==> src/rtl/mem_port_unit.sv <==
// Memory-access stage of the multicycle MIPS core: one bus transaction per access state,
// holding IR/MDR and decoding IR fields. Optional bus timeout enabled by MEM_TIMEOUT_EN.
module mem_port_unit #(
  parameter int unsigned DATA_W  = 32,
  parameter int unsigned ADDR_W  = 32,
  parameter int unsigned TIMEOUT = 16
) (
  input  logic              clk,
  input  logic              reset,
  input  logic [ADDR_W-1:0] pc,
  input  logic [ADDR_W-1:0] alu_out,
  input  logic [DATA_W-1:0] write_data,
  input  logic              i_or_d,
  input  logic              mem_access,
  input  logic              mem_write,
  input  logic              ir_write,
  output logic              stall,
  output logic [DATA_W-1:0] instr,
  output logic [5:0]        op,
  output logic [5:0]        funct,
  output logic [4:0]        rs,
  output logic [4:0]        rt,
  output logic [4:0]        rd,
  output logic [15:0]       imm,
  output logic [DATA_W-1:0] mdr,
  output logic              bus_req,
  output logic              bus_we,
  output logic [ADDR_W-1:0] bus_addr,
  output logic [DATA_W-1:0] bus_wdata,
  input  logic              bus_ack,
  input  logic [DATA_W-1:0] bus_rdata,
  output logic              mem_err
);

  localparam logic IDLE = 1'b0;
  localparam logic WAIT = 1'b1;

  logic              state_q, state_d;
  logic [ADDR_W-1:0] addr_q, addr_d;
  logic [DATA_W-1:0] wdata_q, wdata_d;
  logic              we_q, we_d;
  logic              ld_ir_q, ld_ir_d;
  logic [DATA_W-1:0] ir_q, ir_d;
  logic [DATA_W-1:0] mdr_q, mdr_d;
  logic              timeout_hit;

`ifdef MEM_TIMEOUT_EN
  localparam int unsigned CNT_W = $clog2(TIMEOUT + 1);

  logic [CNT_W-1:0] cnt_q;
  logic             err_q;

  assign timeout_hit = (state_q == WAIT) && !bus_ack && (cnt_q == CNT_W'(TIMEOUT - 1));

  // Counter sits at zero while idle, so it is clear on entry to WAIT.
  always_ff @(posedge clk) begin
    if (reset) begin
      cnt_q <= '0;
      err_q <= 1'b0;
    end else begin
      if (state_q == IDLE) begin
        cnt_q <= '0;
      end else begin
        cnt_q <= cnt_q + CNT_W'(1);
      end
      if (timeout_hit) begin
        err_q <= 1'b1;
      end
    end
  end

  assign mem_err = err_q;
`else
  logic unused_timeout;

  assign unused_timeout = ^TIMEOUT;
  assign timeout_hit    = 1'b0;
  assign mem_err        = 1'b0;
`endif

  always_comb begin
    state_d = state_q;
    addr_d  = addr_q;
    wdata_d = wdata_q;
    we_d    = we_q;
    ld_ir_d = ld_ir_q;
    ir_d    = ir_q;
    mdr_d   = mdr_q;
    case (state_q)
      IDLE: begin
        if (mem_access) begin
          state_d = WAIT;
          addr_d  = i_or_d ? alu_out : pc;
          wdata_d = write_data;
          we_d    = mem_write;
          ld_ir_d = ir_write & ~mem_write;
        end
      end
      WAIT: begin
        if (bus_ack) begin
          state_d = IDLE;
          if (!we_q) begin
            mdr_d = bus_rdata;
            if (ld_ir_q) begin
              ir_d = bus_rdata;
            end
          end
        end else if (timeout_hit) begin
          // Aborted fetch leaves an all-zero IR, which decodes as sll $0,$0,0.
          state_d = IDLE;
          if (ld_ir_q) begin
            ir_d = '0;
          end
        end
      end
      default: state_d = IDLE;
    endcase
  end

  always_ff @(posedge clk) begin
    if (reset) begin
      state_q <= IDLE;
      addr_q  <= '0;
      wdata_q <= '0;
      we_q    <= 1'b0;
      ld_ir_q <= 1'b0;
      ir_q    <= '0;
      mdr_q   <= '0;
    end else begin
      state_q <= state_d;
      addr_q  <= addr_d;
      wdata_q <= wdata_d;
      we_q    <= we_d;
      ld_ir_q <= ld_ir_d;
      ir_q    <= ir_d;
      mdr_q   <= mdr_d;
    end
  end

  assign stall = ((state_q == IDLE) && mem_access) ||
                 ((state_q == WAIT) && !bus_ack && !timeout_hit);

  assign bus_req   = (state_q == WAIT);
  assign bus_we    = we_q;
  assign bus_addr  = addr_q;
  assign bus_wdata = wdata_q;

  assign instr = ir_q;
  assign mdr   = mdr_q;
  assign op    = ir_q[31:26];
  assign rs    = ir_q[25:21];
  assign rt    = ir_q[20:16];
  assign rd    = ir_q[15:11];
  assign funct = ir_q[5:0];
  assign imm   = ir_q[15:0];

endmodule
==> config.mk <==
export PLATFORM = sky130hd
export DESIGN_NAME = mem_port_unit
export DESIGN_NICKNAME = d
export VERILOG_FILES = /design/src/rtl/mem_port_unit.sv
export SDC_FILE = /design/constraint.sdc
export NUM_CORES = 1
export LEC_CHECK = 0
export ABC_CLOCK_PERIOD_IN_PS = 1000
export BUFFER_PORTS_ARGS = -buffer_cell sky130_fd_sc_hd__buf_2
export CORE_MARGIN = 2
export CORE_UTILIZATION = 40
export DETAILED_ROUTE_END_ITERATION = 12
export GPL_ROUTABILITY_DRIVEN = 1
export PLACE_DENSITY = 0.77
export SYNTH_ARGS = -nofsm -noshare
export SYNTH_HDL_FRONTEND = slang
export SYNTH_SLANG_ARGS = --single-unit
==> constraint.sdc <==
create_clock -name clk -period 1 [get_ports clk]
set_input_delay 0.15 -clock clk [delete_from_list [all_inputs] [get_ports clk]]
set_output_delay 0.15 -clock clk [all_outputs]
set_load 0.005 [all_outputs]
; After elaboration in Yosys (flattened, before gate mapping)
; Cells that the tools add are included.
[op_classes]
reduce_logical = 7
muxes = 4
bitwise = 4
[op_table]
columns = cell, n
row1 = 32-bit two-way mux, 1
row2 = 4-bit AND reduction, 1
row3 = 1-bit NOT, 3
row4 = 3-bit AND reduction, 1
row5 = 1-bit logical AND, 2
row6 = 1-bit two-way mux, 2
row7 = 1-bit case mux with 2 select lines, 1
row8 = 2-bit AND reduction, 1
row9 = 1-bit bitwise AND, 1
row10 = 1-bit zero test, 1
row11 = 1-bit logical OR, 1
[totals]
output_inout_bits = 175
reg_bits = 131

; Longest topological paths before layout
[logic_depth]
ltp_word = 3
mapped_depth = 5
depth_no_buf = 3

; Worst setup path after synthesis
; OpenSTA, ideal clock, no wires.
[synth_timing]
path_type = register to register
start = register state_q (netlist: bus_req)
end = register addr_q[10] (netlist: bus_addr[10])
period_less_slack_ps = 1129
slack_ps = -129
t_arrival_ps = 1048
path_stages_with_launch = 6
cell_sequence = dfxtp_1 nor2b_1 buf_2 buf_6 buf_6 a211oi_2
[synth_via]
elab_chain_cells = 2
[synth_rtl]
columns = item, line_no
row1 = from (decl), 38  ; logic state_q, state_d;
row2 = from (signal assigned), 130  ; state_q <= state_d;
row3 = 1-bit NOT (no source line), n/a
row4 = 2-bit AND reduction (no source line), n/a
row5 = to (signal assigned), 131  ; addr_q <= addr_d;
row6 = to (decl), 39  ; logic [ADDR_W-1:0] addr_q, addr_d;
; No other way between the ends.
; A chain may end at the register's enable or synchronous reset.

; Worst setup path in the final report
[layout_timing]
start = register state_q (netlist: bus_req)
end = register ir_q[14] (netlist: instr[14])
[layout_via]
elab_chain_cells = 1
[layout_rtl]
columns = item, line_no
row1 = 4-bit AND reduction (no source line), n/a
row2 = to (signal assigned), 135  ; ir_q <= ir_d;
row3 = to (decl), 43  ; logic [DATA_W-1:0] ir_q, ir_d;
; No other way between the ends.

==> flow_metrics.env <==
export IMPL_synth_distinct_cells=19
export IMPL_finalHoldViolations=0
export IMPL_multi_input_area_um2=2670
export IMPL_crit_path_max_fanout=7
export IMPL_start_kind="flop"
export IMPL_crit_family="simple AND/OR/NAND/NOR gates"
export IMPL_place_port_buffers=308
export IMPL_via_per_inst=5.15
export IMPL_status="finished, violations left"
export IMPL_dpl_cell_area_um2=6740
export IMPL_worst_setup_path_end_kind="flop"
export IMPL_slowest_stage="dfxtp_4"
export IMPL_design_area_um2=10300
export IMPL_nets=1145
export IMPL_antenna_found_initial=0
export IMPL_top_layer_used="met4"
export IMPL_grt_max_degree=44
export IMPL_numCtsBuffers=17
export IMPL_vias=6180
export IMPL_first_pass_iters=5
export IMPL_core_um2=13100
export IMPL_syn_area_per_cell_um2=8.52
export IMPL_place_congestion=0.775
export IMPL_yosysTopAreaCellShare_pct=49.4
export IMPL_cts_sinks=131
export IMPL_ant_nets=0
export IMPL_tritoncts="yes"
export IMPL_io_pins=310
export IMPL_violations="setup timing"
export IMPL_slew_violations=0
export IMPL_rsz0062_at_grt="yes"
export IMPL_routedWlPerCell_um=19.3
export IMPL_drt_drc_violations_left=0
export IMPL_dp_cells=1037
export IMPL_instances_no_fill=1199
export IMPL_cts_path_max_buffers=2
export IMPL_ys_seq_elements=131
export IMPL_hp_class="input port to flop"
export IMPL_final_common_cell="buf_2"
export IMPL_fillCellCount=727
export IMPL_synth_warning_count=0
export IMPL_grt_pass1_wl_mm=28.6
export IMPL_dieArea_um2=14200
export IMPL_layout_drive_gt1_share_pct=69.0
export IMPL_dp_hpwl_mm=10.6
export IMPL_clock_skew_ns=0.0112
export IMPL_p_per_area_nw_per_um2=1440
export IMPL_period_needed_ns=1.38
export IMPL_peakVddDrop_v=0.00145
export IMPL_wl_met2_mm=12.3
export IMPL_syn_to_final_growth_pct=93.8
export IMPL_mostFrequentLayoutCells="buf_2 (208), nand2_1 (139), dfxtp_2 (121)"
export IMPL_worstPathArrival_ns=1.70
export IMPL_die_width_um=119
export IMPL_initial_core_util_pct=40.6
export IMPL_netlist_instances=623
export IMPL_required_ns=1.31
export IMPL_clkTransAtPathRegs_ns=0.06
export IMPL_netlist_top_cells_area="dfxtp_1 (49%), nand2_1 (14%), a21oi_1 (9.3%), buf_4 (7.6%), mux2i_1 (6.0%)"
export IMPL_final_setup_worst_slack_ns=-0.382
export IMPL_slowest_delay_ns=0.38
export IMPL_grt_overflow_total=0
export IMPL_htree_levels=4
export IMPL_drt_iter0_markers=368
export IMPL_timing_final_crit_share_pct=138
export IMPL_dieHeight_um=119
export IMPL_grt_use_total_pct=25.6
export IMPL_setup_viol=240
export IMPL_clk_latency_ns=0.42
export IMPL_wl_met3_mm=1.66
export IMPL_synthesis_nets=758
export IMPL_yosys_area_top_type="dfxtp_1"
export IMPL_path_class="flop to flop"
export IMPL_rows=42
export IMPL_p_leak_nw=4.78
export IMPL_max_cap_violations=0
export IMPL_postLayoutCoreUtil_pct=78.6
export IMPL_synth_area_um2=5310
export IMPL_crit_buf_inv=2
export IMPL_yosysSeqAreaShare_pct=49.4
export IMPL_wl_met1_mm=8.07
export IMPL_fmax_mhz=724
export IMPL_cts_root_buf="clkbuf_16"
export IMPL_diodes=0
export IMPL_hold_ws_ns=0.0219
export IMPL_wl_mm=23.1
export IMPL_crit_chain="buf_12 -> and4b_4 -> buf_8 -> nand2_1 -> a21oi_1"
export IMPL_grt_pass1_vias=5721
export IMPL_seqCellArea_um2=2810
-- report_power, final --
part           switching, mW  internal, mW  leakage [nW]  total (mW)
combinational           1.18          1.47          3.36        2.64
sequential             0.188          5.51          1.13        5.69
clock                   2.44          4.07         0.290        6.51
total                   3.80          11.0          4.78        14.9
-- worst reg2reg max path: cells and delay by family (launching register included) --
kind                   cells  cell delay [ns]
and+or+nand+nor            2             0.40
DFF                        1             0.38
buffers and inverters      2             0.29
AOI/OAI and AO/OA          1             0.22
-- timing repair --
item / CTS / global route
endpoints found under the setup margin: 303 / 304
resized for setup: 224 / 226
gates cloned: 11 / 8
hold buffers: 64 / 0
hold endpoints to repair: 96 / 0
pin swaps: 5 / 79
buffers inserted: 22 / 32
-- stage by stage --
stage	TNS [ns]	power (mW)	setup WS [ns]
after CTS	-34.97	14.3	-0.313
after global routing	-45.87	15.3	-0.384
after global placement	-12.42	7.18	-0.141
after detailed placement	-17.21	7.22	-0.221
final	-35.16	14.9	-0.382
after floorplan	-1.76	6.51	-0.0674
-- cell type report --
class                      instances  share of cell area, %
timing repair buffer             460                   38.7
clock inverter                    11                   1.48
sequential                       131                   27.3
clock buffer                      21                   4.47
multi-input combinational        400                   25.9
tap                              176                   2.14
-- layer usage --
layer / global-route usage (%) / vias to the layer above
met3: 6.61 / 95
li1: - / 2784
met2: 48.1 / 381
met5: 0 / -
met1: 26.2 / 2920
met4: 12.5 / 0
-- cell usage after synthesis --
cell type / instances
buf_6: 6
nor2b_1: 2
buf_4: 54
buf_2: 13
clkbuf_1: 14
a21oi_1: 99
mux2i_1: 32
conb_1: 1
dfxtp_1: 131
nor2_1: 33
buf_1: 5
nand2b_1: 1
nand2_1: 195
a211oi_1: 12
and3b_1: 1
a211oi_2: 20
nand3b_1: 2
nand4b_1: 1
and4b_1: 1
-- sequential cells by signal, summed over array words and instances (netlist names) --
register,cells
bus_addr,32
bus_wdata,32
instr,32
mdr,32
bus_req,1
bus_we,1
ld_ir_q,1
-- logic make-up after synthesis --
group | Yosys count | share of synthesized area, %
AND/OR/NAND/NOR | 236 | 17.3
buffers and inverters | 92 | 11.5
AO/OA/AOI/OAI | 131 | 15.7
flip-flops | 131 | 49.4
other | 1 | 0.0706
multiplexers | 32 | 6.03
-- final timing paths --
check,slack [ns],start,cells after the start,endpoint
worst max-delay path,-0.38,bus_req$_SDFF_PP0_,5,instr[14]$_SDFFE_PP0P_
worst min-delay path,0.02,ir_write,3,ld_ir_q$_SDFFE_PP0P_
worst max register to register,-0.38,bus_req$_SDFF_PP0_,5,instr[14]$_SDFFE_PP0P_
worst min register to register,0.45,bus_wdata[5]$_SDFFE_PP0P_,2,bus_wdata[5]$_SDFFE_PP0P_
Power figures use the tool's default switching activity.
